## config.mk

```make
export PLATFORM = sky130hd
export DESIGN_NAME = prime_sequencer
export DESIGN_NICKNAME = d
export VERILOG_FILES = /design/src/rtl/prime_sequencer.sv
export SDC_FILE = /design/constraint.sdc
export NUM_CORES = 1
export LEC_CHECK = 0
export CAP_MARGIN = 20
export CORE_MARGIN = 4
export CORE_UTILIZATION = 45
export DETAILED_ROUTE_END_ITERATION = 8
export GPL_ROUTABILITY_DRIVEN = 0
export GPL_TIMING_DRIVEN = 0
export PLACE_DENSITY_LB_ADDON = 0.1
export REMOVE_ABC_BUFFERS = 1
export SYNTH_ARGS = -nofsm -noshare
export SYNTH_HDL_FRONTEND = slang
export SYNTH_SLANG_ARGS = --single-unit
```

## constraint.sdc

```tcl
create_clock -name clk -period 1.9 [get_ports clk]
set_input_delay 0.57 -clock clk [delete_from_list [all_inputs] [get_ports clk]]
set_output_delay 0.57 -clock clk [all_outputs]
set_load 0.01 [all_outputs]
```

## src/rtl/prime_sequencer.sv

```systemverilog
// Prime sequencer: walks candidates 2..2^WIDTH-1 one per clock and presents
// each prime on a valid/ready output. At the end of the range it either wraps
// to 2 (loop_i=1) or returns to idle with a one-cycle done pulse.
//
// Ports:
//   clk       rising-edge clock
//   rst_n     asynchronous active-low reset
//   start_i   begin a sequence (honoured only when idle)
//   abort_i   synchronous abort back to idle, highest priority
//   loop_i    end-of-range choice: 1 = wrap to 2, 0 = stop with done
//   ready_i   downstream accepts x_out_o this cycle
//   x_out_o   current prime, stable while valid_o=1
//   valid_o   x_out_o holds a prime awaiting acceptance
//   busy_o    sequencer not idle
//   done_o    one-cycle pulse after a non-looping sequence ends
//   count_o   primes accepted since last start, modulo 2^WIDTH
module prime_sequencer #(
  parameter int unsigned WIDTH = 3
) (
  input  logic             clk,
  input  logic             rst_n,
  input  logic             start_i,
  input  logic             abort_i,
  input  logic             loop_i,
  input  logic             ready_i,
  output logic [WIDTH-1:0] x_out_o,
  output logic             valid_o,
  output logic             busy_o,
  output logic             done_o,
  output logic [WIDTH-1:0] count_o
);

  localparam logic [WIDTH-1:0] MaxCand   = {WIDTH{1'b1}};
  localparam logic [WIDTH-1:0] FirstCand = WIDTH'(2);

  typedef enum logic [1:0] {StIdle, StScan, StHold} state_e;

  state_e           state_q;
  logic [WIDTH-1:0] cand_q;
  logic [WIDTH-1:0] x_out_q;
  logic [WIDTH-1:0] count_q;
  logic             valid_q;
  logic             busy_q;
  logic             done_q;
  logic             cand_prime;

  // Trial division over every divisor below n; loop bounds are static.
  function automatic logic is_prime(logic [WIDTH-1:0] n);
    int unsigned nn;
    logic        p;
    nn = 32'(n);
    p  = (nn >= 32'd2);
    for (int unsigned d = 2; d < (32'd1 << WIDTH); d++) begin
      if ((d < nn) && ((nn % d) == 32'd0)) p = 1'b0;
    end
    return p;
  endfunction

  always_comb begin
    cand_prime = is_prime(cand_q);
  end

  always_ff @(posedge clk or negedge rst_n) begin
    if (!rst_n) begin
      state_q <= StIdle;
      cand_q  <= '0;
      x_out_q <= '0;
      count_q <= '0;
      valid_q <= 1'b0;
      busy_q  <= 1'b0;
      done_q  <= 1'b0;
    end else begin
      done_q <= 1'b0;
      if (abort_i) begin
        // Abort wins over start and over a same-cycle handshake.
        state_q <= StIdle;
        valid_q <= 1'b0;
        busy_q  <= 1'b0;
      end else begin
        unique case (state_q)
          StIdle: begin
            if (start_i) begin
              cand_q  <= FirstCand;
              count_q <= '0;
              state_q <= StScan;
              busy_q  <= 1'b1;
            end
          end
          StScan: begin
            if (cand_prime) begin
              x_out_q <= cand_q;
              valid_q <= 1'b1;
              state_q <= StHold;
            end else if (cand_q == MaxCand) begin
              if (loop_i) begin
                cand_q  <= FirstCand;
              end else begin
                state_q <= StIdle;
                busy_q  <= 1'b0;
                done_q  <= 1'b1;
              end
            end else begin
              cand_q <= cand_q + 1'b1;
            end
          end
          StHold: begin
            if (ready_i) begin
              count_q <= count_q + 1'b1;
              valid_q <= 1'b0;
              if (cand_q == MaxCand) begin
                if (loop_i) begin
                  cand_q  <= FirstCand;
                  state_q <= StScan;
                end else begin
                  state_q <= StIdle;
                  busy_q  <= 1'b0;
                  done_q  <= 1'b1;
                end
              end else begin
                cand_q  <= cand_q + 1'b1;
                state_q <= StScan;
              end
            end
          end
          default: begin
            state_q <= StIdle;
            valid_q <= 1'b0;
            busy_q  <= 1'b0;
          end
        endcase
      end
    end
  end

  assign x_out_o = x_out_q;
  assign valid_o = valid_q;
  assign busy_o  = busy_q;
  assign done_o  = done_q;
  assign count_o = count_q;

endmodule

```

Word level (Yosys, flattened, before mapping) --
Index checks and enable logic that the tools add are counted.
Storage, ports and cells: register bits after elaboration 14, input bits 6
Operators by class: add/subtract/negate cells 2, divide/modulo/power cells 3, $lt $le $gt $ge 6, eq/ne operators 13, muxes and demuxes 40, bitwise gates (word level) 1, reductions and logical operators 19
Operators by type and width (number):
- $logic_not 32->1 | 5
- $mod 3x3->32 const B | 2
- $mod 3x2->32 const B | 1
- $mux 3 | 7
- $mux 1 | 20
- $mux 2 | 7
- $ne 3x3->1 const B | 4
- $lt 3x3->1 const A | 3
- $pmux 3 s3 | 1
- $reduce_and 3->1 | 3
- $ne 2x2->1 const B | 4
- $ne 4x4->1 const B | 2
- $reduce_and 4->1 | 2
- $add 3x1->3 const B | 2
- $lt 2x3->1 const A | 2
- $pmux 1 s3 | 2
- $pmux 2 s3 | 1
- $pmux 3 s2 | 1
- $logic_and 1x1->1 | 5
- $reduce_and 5->1 | 1
- $eq 3x3->1 const B | 1
- $ge 3x2->1 const B | 1
- $reduce_bool 3->1 | 1
- $eq 2x1->1 const B | 1
- 5 further kinds | 5

Logic depth before layout (Yosys ltp) --
Gate-level depths: netlist (run 1).
depth in word-level cells 10, mapped depth 6

Worst setup path before layout (run 1) --
OpenSTA, ideal clock, no wires.
path kind register to register, from register state_q[0], to register cand_q[0], library setup time 128 ps, data arrival time 1653 ps, data required time 1772 ps, slack 119 ps, cell stages (with the launch flop) 7, cell sequence dfrtp_1 -> inv_1 -> ha_1 -> nor2b_4 -> or2_1 -> nor3_4 -> mux2_1
On the way: word-level cells in the longest chain between the ends 3
RTL lines:
- start, declared | RTL line 38 | state_e state_q;
- start signal, assigned | RTL line 65 | state_q <= StIdle;
- start signal, assigned | RTL line 76 | state_q <= StIdle;
- start signal, assigned | RTL line 85 | state_q <= StScan;
- $eq 2x1->1 (tied with other cells) | RTL line 80 | unique case (state_q)
- $ne 2x2->1 (no line) / $reduce_bool 3->1 (equally long branches)
- $reduce_and 5->1 (no line)
- end signal, assigned | RTL line 83 | cand_q <= FirstCand;
- end signal, assigned | RTL line 96 | cand_q <= FirstCand;
- end signal, assigned | RTL line 103 | cand_q <= cand_q + 1'b1;
- end, declared | RTL line 39 | logic [WIDTH-1:0] cand_q;
Several ways; a longest one is shown, not always the timed one. A chain may end at the register's enable or synchronous reset.

Final worst setup path (run 1) --
from input port start_i, to register cand_q[1]
On the way: word-level cells in the longest chain between the ends 2
RTL lines:
- start, declared | RTL line 22 | input logic start_i,
- $ne 2x2->1 (no line)
- $reduce_and 5->1 (no line)
Every way passes these cells.

==> results of run 1 <==
## power breakdown
group          total (uW)  switching [uW]  internal, uW
clock                 163            89.9          73.4
combinational         724             347           377
sequential            438            71.7           367
## Yosys cell counts (all sizes together)
cell,number,share of area (%)
dfrtp,14,41
ha,8,12
nand2,6,2.7
nor3,6,4.9
o21ai,6,3.6
inv,5,2.2
nand2b,5,3.7
a21oi,4,2.4
nor2,4,1.8
nor2b,4,4.1
mux2,3,4.0
mux2i,3,4.0
nand3,3,1.8
o31ai,2,1.8
a21o,1,1.0
a22o,1,1.0
a22oi,1,0.89
a311oi,1,1.8
and3,1,0.74
nor4,1,0.74
or2,1,0.74
or2b,1,0.89
or3,1,0.74
or4,1,1.3
## flip-flops by register name, summed over array words and instances (netlist names)
register / flops
busy_o: 1
cand_q: 3
count_o: 3
done_o: 1
state_q: 2
valid_o: 1
x_out_o: 3
## layout by cell type (no fill, tap or decap), types with 2 or more instances in the layout
cell              n
dfrtp_2           2
nand2b_1          5
mux2i_1           2
o21ai_0           4
o31ai_1           2
nand2_1           6
clkdlybuf4s50_1  12
inv_1             4
o21ai_1           2
a21oi_1           4
ha_4              2
clkbuf_4          3
dfrtp_1          12
ha_1              6
nor3_1            5
nor2b_1           2
nand3_1           3
buf_4             5
mux2_4            2
nor2_1            3
## metal layers
metal	GRT usage, %	share of wire (%)
met4	7.86	1.4
met1	20.0	48
met2	24.0	46
met3	3.21	4.6
met5	0	0
## area by class of cell
class	count	area (um2)
clock buffer	3	22.5
fill	152	629
inverter	5	18.8
multi-input combinational	64	512
sequential	14	353
tap	25	31.3
timing repair buffer	19	179
## cell families after synthesis
family | count (synthesis) | share of synthesized area (%)
buf+inv | 5 | 2.22
simple gates | 34 | 24.1
fa+ha+maj | 8 | 11.8
flops | 14 | 41.4
mux | 6 | 7.99
compound gates | 16 | 12.4
## worst max-delay path by stage
| stage | slack, ns | from | end |
|---|---|---|---|
| 6_report | 0.08 | start_i | cand_q[1]$_DFFE_PN0P_ |
| 4_1_cts | 0.006 | cand_q[0]$_DFFE_PN0P_ | cand_q[1]$_DFFE_PN0P_ |
| 5_1_grt | -0.0001 | cand_q[1]$_DFFE_PN0P_ | state_q[1]$_DFFE_PN0P_ |
| 2_1_floorplan | 0.12 | state_q[0]$_DFFE_PN0P_ | cand_q[0]$_DFFE_PN0P_ |
| 3_3_place_gp | -0.32 | abort_i | cand_q[1]$_DFFE_PN0P_ |
| 3_5_place_dp | -0.34 | abort_i | cand_q[1]$_DFFE_PN0P_ |
## stage by stage
step | worst slack (ns) | setup TNS (ns) | power, uW | cells
finish | 0.0828 | 0 | 1330 | 130
floorplan | 0.119 | 0 | 861 | 83
global placement | -0.321 | -1.37 | 1020 | 122
global route | -0.0000977 | -0.0000977 | 1440 | 130
detailed placement | -0.337 | -1.49 | 1040 | 122
CTS | 0.00633 | 0 | 1230 | 126
## repair_timing
action	CTS	global route
gates resized for setup	3	9
setup buffers	1	4
pin swaps	1	2
setup endpoints to repair	2	6
==> results.yml, run 1 <==
run_status:
  outcome: "finished clean"
critical_path:
  path_class: "in -> reg"
  r2r_end: "cand_q[1]$_DFFE_PN0P_"
  cp-start-kind: "primary input"
  cp.arrival_ns: 1.98
  worstSetupPathDepth: 5
  worstPathCellList: "clkdlybuf4s50_1, nor2b_1, or2_1, nor3_4, mux2_4"
  cp_top_family: "simple AND/OR/NAND/NOR gates"
  worst-path-max-fanout: 3
  reg2reg_depth: 6
  worst-path-buf-inv: 1
  crit_slowest_cell: "clkdlybuf4s50_1"
  r2r_start: "state_q[1]$_DFFE_PN0P_"
  crit_path_end_kind: "flop"
  r2r_slack_ns: 0.09
  required_ns: 2.06
  critPathMaxStageDelay_ns: 0.46
synthesis:
  synth_area_um2: 846
  ys_seq_area_share_pct: 41.4
  ys.warnings.count: 0
  synth-seq-cells: 14
  synth_cell_types: 30
  syn_area_per_cell_um2: 10.2
  synth_cells: 83
hold_path:
  hp-start: "x_out_o[1]$_DFFE_PN0N_"
  hold_path_depth: 1
  whs_endpoint: "x_out_o[1]$_DFFE_PN0N_"
  hold_class: "reg -> reg"
finish:
  nets: 121
  area_growth_pct: 32.0
  n_antenna_cell: 0
  fin_area_um2: 1120
  final_core_util_pct: 63.9
  drive_above_1_share_pct: 22.9
global_routing:
  grt_overflow: 0
  grt_pass1_vias: 674
  antenna_found_initial: 0
  grt_max_degree: 15
  grt_pass1_wl_mm: 3.03
  grt_use_total_pct: 15.4
timing:
  period_needed_ns: 1.82
  finalSetupViolCount: 0
  finalHoldViolCount: 0
  relSlewSlack_pct: 57.4
  hold_ws_ns: 0.509
  fin_skew_ns: 0.000405
  fmax_mhz: 550
  drv_slew: 0
  fin_crit_sh_pct: 95.6
  max_slew.worst_pin.slew_ns: 0.636
floorplan:
  ioPinCount: 15
  core_area_um2: 1750
  die_w_um: 51.4
  start_util_pct: 48.5
  rows: 15
  die_h_um: 51.4
  die_area_um2: 2640
power_and_ir_drop:
  cellPowerDensity_nw_per_um2: 1190
  vdd_drop_max_mv: 0.701
  p_leak_uw: 0.000475
placement:
  post-dp-hpwl_mm: 1.24
  io_buffers: 14
  placed_cell_area_um2: 1020
route:
  remaining_drc_errors: 0
  antenna_left: 0
  routed_wl_mm: 1.75
  first_pass_iters: 4
  num_vias: 653
  wl_per_cell_um: 13.4
  initialDrtViolationCount: 10
  vias_per_cell: 5.02
clocking:
  cts_max_level: 1
  cts_buffers: 3
  insertion_delay_ns: 0.27
  root_buffer: "clkbuf_4"
  hold_buffers: 0
  numClockSinks: 14
  cts_buffer_depth: 2
  cts_tree: "built"
  clkTransAtPathRegs_ns: 0.08
job:
  cap_violations: 0
Power figures use the tool's default switching activity.
==> run 2: changes to the inputs <==
--- a/config.mk
+++ b/config.mk
@@ -11,6 +11,7 @@
 export DETAILED_ROUTE_END_ITERATION = 8
 export GPL_ROUTABILITY_DRIVEN = 0
 export GPL_TIMING_DRIVEN = 0
+export MAX_ROUTING_LAYER = met4
 export PLACE_DENSITY_LB_ADDON = 0.1
 export REMOVE_ABC_BUFFERS = 1
 export SYNTH_ARGS = -nofsm -noshare
==> run 2 against run 1 <==
  * Final cell count unchanged
  * Non-clock buffer count unchanged
  * Largest cell class unchanged
  * Sequential power about the same
  * Critical endpoint unchanged
==> results.yml, run 2 (synthesis gave the netlist of run 1 again) <==
run_status:
  outcome: "finished clean"
global_routing:
  grt_max_degree: 15
  grt_overflow: 0
  antenna_found_initial: 0
  grt_pass1_wl_mm: 3.04
  grt_use_total_pct: 15.9
  grt_pass1_vias: 677
power_and_ir_drop:
  p_leak_uw: 0.000475
  vdd_drop_max_mv: 0.701
  cellPowerDensity_nw_per_um2: 1190
route:
  antenna_left: 0
  remaining_drc_errors: 0
  first_pass_iters: 4
  vias_per_cell: 5.05
  num_vias: 657
  routed_wl_mm: 1.75
  wl_per_cell_um: 13.4
  initialDrtViolationCount: 9
floorplan:
  die_w_um: 51.4
  ioPinCount: 15
  rows: 15
  core_area_um2: 1750
  start_util_pct: 48.5
  die_area_um2: 2640
  die_h_um: 51.4
timing:
  relSlewSlack_pct: 57.4
  layout_setup_ws_ns: 0.0817
  period_needed_ns: 1.82
  fin_skew_ns: 0.000367
  fmax_mhz: 550
  finalSetupViolCount: 0
  finalHoldViolCount: 0
  max_slew.worst_pin.slew_ns: 0.636
  fin_crit_sh_pct: 95.7
  drv_slew: 0
finish:
  fill_cells: 152
  drive_above_1_share_pct: 22.9
  mostFrequentLayoutCells: "dfrtp_1 (12), clkdlybuf4s50_1 (12), nand2_1 (6), ha_1 (6)"
  area_growth_pct: 32.0
  nets: 121
  final_core_util_pct: 63.9
  n_antenna_cell: 0
critical_path:
  path_class: "in -> reg"
  worst-path-max-fanout: 3
  crit_path_end_kind: "flop"
  cp-start-kind: "primary input"
  cp.arrival_ns: 1.98
  required_ns: 2.06
clocking:
  clkTransAtPathRegs_ns: 0.08
  root_buffer: "clkbuf_4"
  numClockSinks: 14
  cts_max_level: 1
  cts_tree: "built"
  cts_buffer_depth: 2
  insertion_delay_ns: 0.27
  cts_buffers: 3
  hold_buffers: 0
job:
  cap_violations: 0
placement:
  io_buffers: 14
  dp_slack_ns: -0.337
  post-dp-hpwl_mm: 1.24
hold_path:
  hold_class: "reg -> reg"
-- run 2: cell counts in the layout (fill, tap and decap cells not counted) --
Identical to the previous run, type by type.
-- run 2: through the flow --
stage / hold WS [ns] / std cells / cell area, um2 / setup TNS, ns / power [uW]
final: 0.509 / 130 / 1120 / 0 / 1320
after global routing: 0.546 / 130 / 1120 / -0.0000979 / 1440
after CTS: 0.518 / 126 / 1050 / 0 / 1230
after detailed placement: 0.502 / 122 / 1020 / -1.49 / 1040
after global placement: 0.489 / 122 / 1020 / -1.37 / 1020
after floorplan: 0.274 / 83 / 846 / 0 / 861
-- run 2: repair_timing --
item | in CTS | in global routing
gates resized for setup | 3 | 9
buffers inserted | 1 | 4
pin swaps | 1 | 2
endpoints found under the setup margin | 2 | 6
-- run 2: per-layer routing --
layer | up-vias | global-route usage, % | part of all wire (%)
li1 | 341 | - | -
met2 | 15 | 24.0 | 46
met1 | 297 | 20.2 | 48
met4 | 0 | 7.86 | 1.1
met5 | - | - | 0
met3 | 4 | 3.21 | 4.8
-- run 2: worst paths after layout --
kind | from | endpoint | slack, ns | cells past startpoint
hold reg to reg | x_out_o[1]$_DFFE_PN0N_ | x_out_o[1]$_DFFE_PN0N_ | 0.51 | 1
min in group asynchronous | rst_n | count_o[1]$_DFFE_PN0P_ | 0.69 | 1
max in group asynchronous | rst_n | cand_q[0]$_DFFE_PN0P_ | 0.77 | 1
setup / recovery | start_i | cand_q[1]$_DFFE_PN0P_ | 0.08 | 5
setup reg to reg | state_q[1]$_DFFE_PN0P_ | cand_q[1]$_DFFE_PN0P_ | 0.09 | 6
hold / removal | x_out_o[1]$_DFFE_PN0N_ | x_out_o[1]$_DFFE_PN0N_ | 0.51 | 1
-- run 2: power breakdown --
part           leakage [uW]  internal, uW  switching, uW
registers          0.000180           367           71.9
clock network     0.0000138          73.4           89.5
logic              0.000282           377            346
total              0.000475           817            508
-- run 2: critical path, cell delays in order --
cell	delay (ns)
clkdlybuf4s50_1	0.47
nor2b_1	0.07
or2_1	0.28
nor3_4	0.27
mux2_4	0.32
-- run 2: cell type report --
| cell class | instances | area (um2) | area share, % |
|---|---|---|---|
| flip-flops and latches | 14 | 353 | 31.6 |
| clock buffers | 3 | 22.5 | 2.02 |
| inverters | 5 | 18.8 | 1.68 |
| multi-input cells | 64 | 512 | 45.9 |
| well taps | 25 | 31.3 | 2.80 |
| repair buffers | 19 | 179 | 16.0 |
